## config.mk

```make
export PLATFORM = sky130hd
export DESIGN_NAME = uart_tx_mmio
export DESIGN_NICKNAME = d
export VERILOG_FILES = /design/src/rtl/uart_tx_mmio.sv
export SDC_FILE = /design/constraint.sdc
export NUM_CORES = 1
export LEC_CHECK = 0
export BUFFER_PORTS_ARGS = -buffer_cell sky130_fd_sc_hd__buf_2
export CAP_MARGIN = 10
export CORE_MARGIN = 2
export CORE_UTILIZATION = 65
export CTS_BUF_LIST = sky130_fd_sc_hd__clkbuf_2 sky130_fd_sc_hd__clkbuf_4 sky130_fd_sc_hd__clkbuf_8
export DETAILED_ROUTE_END_ITERATION = 12
export PLACE_DENSITY = 0.88
export SYNTH_ARGS = -nofsm -noshare
export SYNTH_HDL_FRONTEND = slang
export SYNTH_SLANG_ARGS = --single-unit
```

## constraint.sdc

```tcl
create_clock -name clk -period 10.5 [get_ports clk]
set_clock_uncertainty 0.2 [all_clocks]
set_input_delay 0 -clock clk [delete_from_list [all_inputs] [get_ports clk]]
set_output_delay 0 -clock clk [all_outputs]
set_load 0.01 [all_outputs]
```

## src/rtl/uart_tx_mmio.sv

```systemverilog
// Memory-mapped 8N1 UART transmitter: a TX FIFO fed by bus writes to TXDATA,
// a serializer FSM with a programmable baud divisor, and STATUS/DIV read-back.
module uart_tx_mmio #(
  parameter int                 XLEN        = 32,
  parameter int                 FIFO_DEPTH  = 8,
  parameter int                 DIV_W       = 16,
  parameter logic [DIV_W-1:0]   DEFAULT_DIV = 16'd868
) (
  input  logic            clk,
  input  logic            rst,
  input  logic            req_valid,
  input  logic            req_we,
  input  logic [11:0]     req_addr,
  input  logic [XLEN-1:0] req_wdata,
  output logic            req_ready,
  output logic            rsp_valid,
  output logic [XLEN-1:0] rsp_rdata,
  output logic            tx,
  output logic            irq_tx_done
);

  localparam int PTR_W = $clog2(FIFO_DEPTH);

  typedef enum logic [1:0] {IDLE, START, DATA, STOP} state_t;

  state_t           state;
  logic [7:0]       mem [FIFO_DEPTH];
  logic [PTR_W-1:0] wr_ptr, rd_ptr;
  logic [PTR_W:0]   count;
  logic             full, empty, busy, ovf;
  logic [DIV_W-1:0] div_reg, div_eff, div_lat, timer;
  logic [7:0]       shift;
  logic [2:0]       bitcnt;
  logic [9:0]       addr_word;
  logic             wr_txdata, push, pop, ovf_set, rd_status, bit_done;
  logic [XLEN-1:0]  rd_mux;
  logic             unused_bits;

  assign unused_bits = ^{req_addr[1:0], req_wdata[XLEN-1:DIV_W]};

  assign req_ready   = 1'b1;
  assign addr_word   = req_addr[11:2];
  assign full        = (count == (PTR_W+1)'(FIFO_DEPTH));
  assign empty       = (count == '0);
  assign busy        = (state != IDLE);
  assign irq_tx_done = empty & ~busy;

  assign wr_txdata = req_valid & req_we & (addr_word == 10'd0);
  assign push      = wr_txdata & ~full;
  assign ovf_set   = wr_txdata & full;
  assign rd_status = req_valid & ~req_we & (addr_word == 10'd1);

  // A stored divisor of zero behaves as one clock per bit
  assign div_eff  = (div_reg == '0) ? {{(DIV_W-1){1'b0}}, 1'b1} : div_reg;
  assign bit_done = (timer == div_lat - 1'b1);
  // Pop either from idle or at the end of a stop bit so frames run back-to-back
  assign pop      = ~empty & ((state == IDLE) | ((state == STOP) & bit_done));

  // Read data mux, sampled into the response register on the accept edge
  always_comb begin
    rd_mux = '0;
    if (req_valid && !req_we) begin
      case (addr_word)
        10'd1:   rd_mux = {{(XLEN-4){1'b0}}, ovf, busy, empty, full};
        10'd2:   rd_mux = XLEN'(div_reg);
        default: rd_mux = '0;
      endcase
    end
  end

  // TX FIFO storage and pointers
  always_ff @(posedge clk) begin
    if (rst) begin
      wr_ptr <= '0;
      rd_ptr <= '0;
      count  <= '0;
    end else begin
      if (push) begin
        mem[wr_ptr] <= req_wdata[7:0];
        wr_ptr      <= wr_ptr + 1'b1;
      end
      if (pop) rd_ptr <= rd_ptr + 1'b1;
      case ({push, pop})
        2'b10:   count <= count + 1'b1;
        2'b01:   count <= count - 1'b1;
        default: count <= count;
      endcase
    end
  end

  // Divisor register and sticky overflow flag (a new overflow beats a clearing read)
  always_ff @(posedge clk) begin
    if (rst) begin
      div_reg <= DEFAULT_DIV;
      ovf     <= 1'b0;
    end else begin
      if (req_valid && req_we && addr_word == 10'd2) div_reg <= req_wdata[DIV_W-1:0];
      if (ovf_set)        ovf <= 1'b1;
      else if (rd_status) ovf <= 1'b0;
    end
  end

  // Registered read response, valid for one cycle after an accepted read
  always_ff @(posedge clk) begin
    if (rst) begin
      rsp_valid <= 1'b0;
      rsp_rdata <= '0;
    end else begin
      rsp_valid <= req_valid & ~req_we;
      rsp_rdata <= rd_mux;
    end
  end

  // Serializer FSM: start bit, 8 data bits LSB first, stop bit
  always_ff @(posedge clk) begin
    if (rst) begin
      state   <= IDLE;
      tx      <= 1'b1;
      timer   <= '0;
      div_lat <= {{(DIV_W-1){1'b0}}, 1'b1};
      shift   <= '0;
      bitcnt  <= '0;
    end else begin
      case (state)
        IDLE: begin
          timer <= '0;
          if (pop) begin
            shift   <= mem[rd_ptr];
            div_lat <= div_eff;
            bitcnt  <= '0;
            tx      <= 1'b0;
            state   <= START;
          end
        end
        START: begin
          if (bit_done) begin
            timer <= '0;
            tx    <= shift[0];
            state <= DATA;
          end else begin
            timer <= timer + 1'b1;
          end
        end
        DATA: begin
          if (bit_done) begin
            timer <= '0;
            if (bitcnt == 3'd7) begin
              tx    <= 1'b1;
              state <= STOP;
            end else begin
              shift  <= shift >> 1;
              tx     <= shift[1];
              bitcnt <= bitcnt + 1'b1;
            end
          end else begin
            timer <= timer + 1'b1;
          end
        end
        STOP: begin
          if (bit_done) begin
            timer <= '0;
            if (pop) begin
              shift   <= mem[rd_ptr];
              div_lat <= div_eff;
              bitcnt  <= '0;
              tx      <= 1'b0;
              state   <= START;
            end else begin
              state <= IDLE;
            end
          end else begin
            timer <= timer + 1'b1;
          end
        end
        default: state <= IDLE;
      endcase
    end
  end

endmodule

```

==> metrics.log <==
[metrics] run status: finished, final reports clean
[metrics] power share of the clock group: 0.323
[metrics] placed wire-length estimate after detailed placement: 10200 µm
[metrics] Peak supply drop: 0.000126 V
[metrics] power dissipated by switching net loads: 0.000370 W
[metrics] number of global-route vias before repair: 5182
[metrics] maximum count of clock buffers along a single path: 2
[metrics] max-slew violation count: 0
[metrics] number of gates given a new drive strength after cts: 0
[metrics] Cell Count Post-Placement: about 810
[metrics] final number of setup-violating endpoints: 0
[metrics] Clk Latency, worst-skew pair: 0.46 ns
[metrics] ordered list of cells on the worst path: inv_1, ha_1, or4b_1, nor4_4, mux2_1, nor3b_1, o211a_4, and2_4, a22o_1, ha_1, xor2_1, ha_1, a21oi_1, xor2_1, or3_1, a21oi_1
[metrics] number of rows created at floorplan: 38
[metrics] CP most frequent cell: ha_1
[metrics] combinational group share of total power: 0.147
[metrics] ratio of cells with drive above 1 in the final layout: 0.164
[metrics] Die Y: 109 µm
[metrics] Biggest register: mem
[metrics] cell leakage power: between 3 and 4 nW
[metrics] CTS sink count: 157
[metrics] Max-Cap Viols: 0
[metrics] met3 usage: 0.0605
[metrics] number of flip-flops and latches in the synthesized netlist: 157
[metrics] pin count of the biggest net entering global routing: 54
[metrics] number of flops mapped to enable cells by yosys: 64
[metrics] via count of the routed design: around 5.4k
[metrics] root buffer selected by CTS: clkbuf_8
[metrics] Critical path buffers and inverters: 1
[metrics] max FFs per register: 64
[metrics] top cells by instance count after synthesis: 93 x dfxtp_1, 66 x nor2_1, 64 x edfxtp_1
[metrics] unrepaired setup endpoints after global routing: false
[metrics] utilization after layout: 0.748
[metrics] routed wire length per instance: 18.9 µm
[metrics] worst hold path class: input pin to flip-flop
[metrics] routability-driven placement congestion ratio: 0.803
[metrics] drc violations: 0
[metrics] clock slew at reported path FFs: roughly 0.09 ns
[metrics] Floorplan Core Area: 0.0108 mm²
[metrics] area of the die: 0.0120 mm²
[metrics] part of the Yosys area used for sequential elements: 0.524
[metrics] cell-internal power: between 0.0008 and 0.0009 W
[metrics] n_diodes: 0
[metrics] Main synth FF type: dfxtp_1
[metrics] starting density of the core: 0.666
[metrics] Inserted Clock Buffers: 17
[metrics] area growth from synthesis to layout: 12.3%
[metrics] fraction of power spent switching nets: 0.292
[metrics] Die Width: around 110 µm
[metrics] achievable frequency: about 220 MHz
[metrics] worst setup path class: flip-flop to flip-flop
[metrics] antenna violations before repair: 0
[metrics] register share of total power: 0.530
[metrics] number of nets in the final layout: 786
[metrics] final non-filler cell total: 877
[metrics] count of fill cells added during filler insertion: roughly 650
[metrics] met1 track demand over resource: 0.373
[metrics] Setup Buffers After CTS: 0
[metrics] Worst Path Arrival: 4.82 ns
[metrics] total of hold buffers inserted after clock tree synthesis: 33
[metrics] residual antenna-violating net count after detailed routing: 0
[metrics] number of buffer cells added on primary ports: between 40 and 50
[metrics] via density per instance: between 6 and 7
[metrics] number of I/O pins: 84
[metrics] number of levels in the clock H-tree: 4
[metrics] stage delay of the slowest cell on the critical path: 0.56 ns
[metrics] most frequent cell after synthesis: dfxtp_1
[metrics] aggregate negative setup slack: 0 ns
[metrics] sum of overflow across all layers after global routing: 0
[metrics] Post-synth ARST share: 0
[metrics] first-pass GRT wire length: 26300 µm
[metrics] combined global-route utilization of all metal layers: 0.295
[metrics] layer carrying the most global-route usage: met2
[metrics] CTS tree: yes
[metrics] Post-Synthesis Cell Area: 0.00722 mm²
[metrics] Area contributors post-synth: edfxtp_1 27%, dfxtp_1 26%, mux4_2 5.0%
[metrics] cell with the biggest individual delay on the critical path: or4b_1
[metrics] worst slew margin relative to its limit: 0.239
[metrics] fraction of synthesized cell area taken by the top area cell type: 0.266
[metrics] pin slew with the least headroom to its limit: between 1 and 1.5 ns
[metrics] detailed-route wire length: approximately 17000 µm
[metrics] drt first pass iters: 7
[metrics] Critical Path Sink Type: flip-flop
[metrics] number of violations reported at the end of detailed-routing iteration 0: around 610
[metrics] number of unique standard cell types used by synthesis: between 60 and 70
[metrics] Final Hold Fails: 0
[metrics] Gate Count Post-Synth: 655
[metrics] power density cells: 156 mW/mm²
[metrics] Final Critical Period: about 4.6 ns
[metrics] post-route fraction of the period consumed by the critical path: 0.441
[metrics] largest delay contributor family on the critical path: simple AND/OR/NAND/NOR gates
[metrics] worst endpoint required time: 10.69 ns
[metrics] critical path fanouts, max: 13
[metrics] met2 Use GR: 0.486
[metrics] synthesis warning total: 0
[metrics] Mean Syn Cell Area: between 10 and 15 µm²
[metrics] most area-hungry cell type in the Yosys netlist: edfxtp_1
[metrics] worst setup slack for register-to-register paths: slightly below 6 ns
[metrics] Worst setup SP type: flip-flop
## path summary, 6_finish.rpt
kind	startpoint	to	cells past startpoint
setup / recovery	div_lat[0]$_SDFFE_PP1P_	count[2]$_SDFFE_PP0P_	16
hold / removal	req_addr[7]	rsp_rdata[1]$_SDFF_PP0_	7
setup reg to reg	div_lat[0]$_SDFFE_PP1P_	count[2]$_SDFFE_PP0P_	16
hold reg to reg	bitcnt[1]$_SDFFE_PP0P_	bitcnt[1]$_SDFFE_PP0P_	2
## area by class of cell
class                           count  area [µm²]  share of cell area
Clock buffer                       18         241              0.0298
Clock inverter                     14         108              0.0133
Inverter                           12        45.0             0.00556
Multi-Input combinational cell    449        3140               0.387
Sequential cell                   157        3780               0.467
Tap cell                          140         175              0.0216
Timing Repair Buffer               87         616              0.0759
## cell usage in the layout (no fill, tap or decap), drive strengths merged, types with 6 or more instances in the layout
| cell type | Yosys | final |
|---|---|---|
| a211o | 7 | 7 |
| nand3 | 19 | 19 |
| dfxtp | 93 | 93 |
| clkbuf | 23 | 18 |
| o32ai | 8 | 8 |
| and3 | 17 | 17 |
| nor4 | 12 | 12 |
| edfxtp | 64 | 64 |
| nand4 | 6 | 6 |
| a21oi | 29 | 29 |
| buf | 29 | 54 |
| xor2 | 25 | 25 |
| mux4 | 16 | 16 |
| nor3 | 17 | 17 |
| and2 | 6 | 6 |
| conb | 2 | 17 |
| dlygate4sd3 | 0 | 33 |
| o21ai | 6 | 6 |
| inv | 12 | 19 |
| xnor2 | 13 | 13 |
| nor2 | 76 | 76 |
| nor2b | 6 | 6 |
| nand2 | 62 | 62 |
| a31oi | 13 | 13 |
| ha | 14 | 14 |
| clkinv | 0 | 7 |
| mux2i | 30 | 30 |
## kinds of logic (layout without fill, tap and decap cells)
family | count (synthesis) | in the layout | synth area share
AOI/OAI and AO/OA | 89 | 89 | 0.0872
other | 2 | 17 | 0.00104
and+or+nand+nor | 242 | 242 | 0.172
DFF | 157 | 157 | 0.524
buffers and inverters | 64 | 131 | 0.0487
adders and majority gates | 14 | 14 | 0.0243
xor gates and xnor gates | 38 | 38 | 0.0461
muxes | 49 | 49 | 0.0962
## stage by stage
stage          total power (W)  cell area, µm²  setup slack, ns  hold slack [ns]
2_1_floorplan         0.000817            7270             6.50           -0.101
5_1_grt                0.00132            8110             5.62            0.102
3_3_place_gp          0.000849            7430             6.08           0.0279
4_1_cts                0.00126            8110             5.94          0.00424
3_5_place_dp          0.000860            7430             5.99           0.0269
6_report               0.00127            8110             5.87           0.0868
## layer usage
metal / wire (µm) / vias up
li1: - / 2479
met1: 6300 / 2561
met2: 8300 / 336
met3: 1350 / 52
met4: 589 / 0
met5: 0 / -
## worst register-to-register path, delay by kind of cell (launching register included)
| kind | cells | cell delay, ns |
|---|---|---|
| buffers and inverters | 1 | 0.09 |
| adders and majority gates | 3 | 0.73 |
| DFF | 1 | 0.35 |
| xor gates and xnor gates | 2 | 0.33 |
| and+or+nand+nor | 5 | 1.64 |
| muxes | 1 | 0.35 |
| AOI/OAI and AO/OA | 4 | 0.89 |
## power by group through the flow
stage | Sequential (W) | Combinational [W] | Clock, W
floorplan | 0.000674 | 0.000144 | 0
CTS | 0.000671 | 0.000182 | 0.000410
global placement | 0.000682 | 0.000167 | 0
detailed placement | 0.000685 | 0.000175 | 0
finish | 0.000671 | 0.000186 | 0.000409
global route | 0.000674 | 0.000207 | 0.000437
Note: power is estimated with default switching activity, not from simulation.
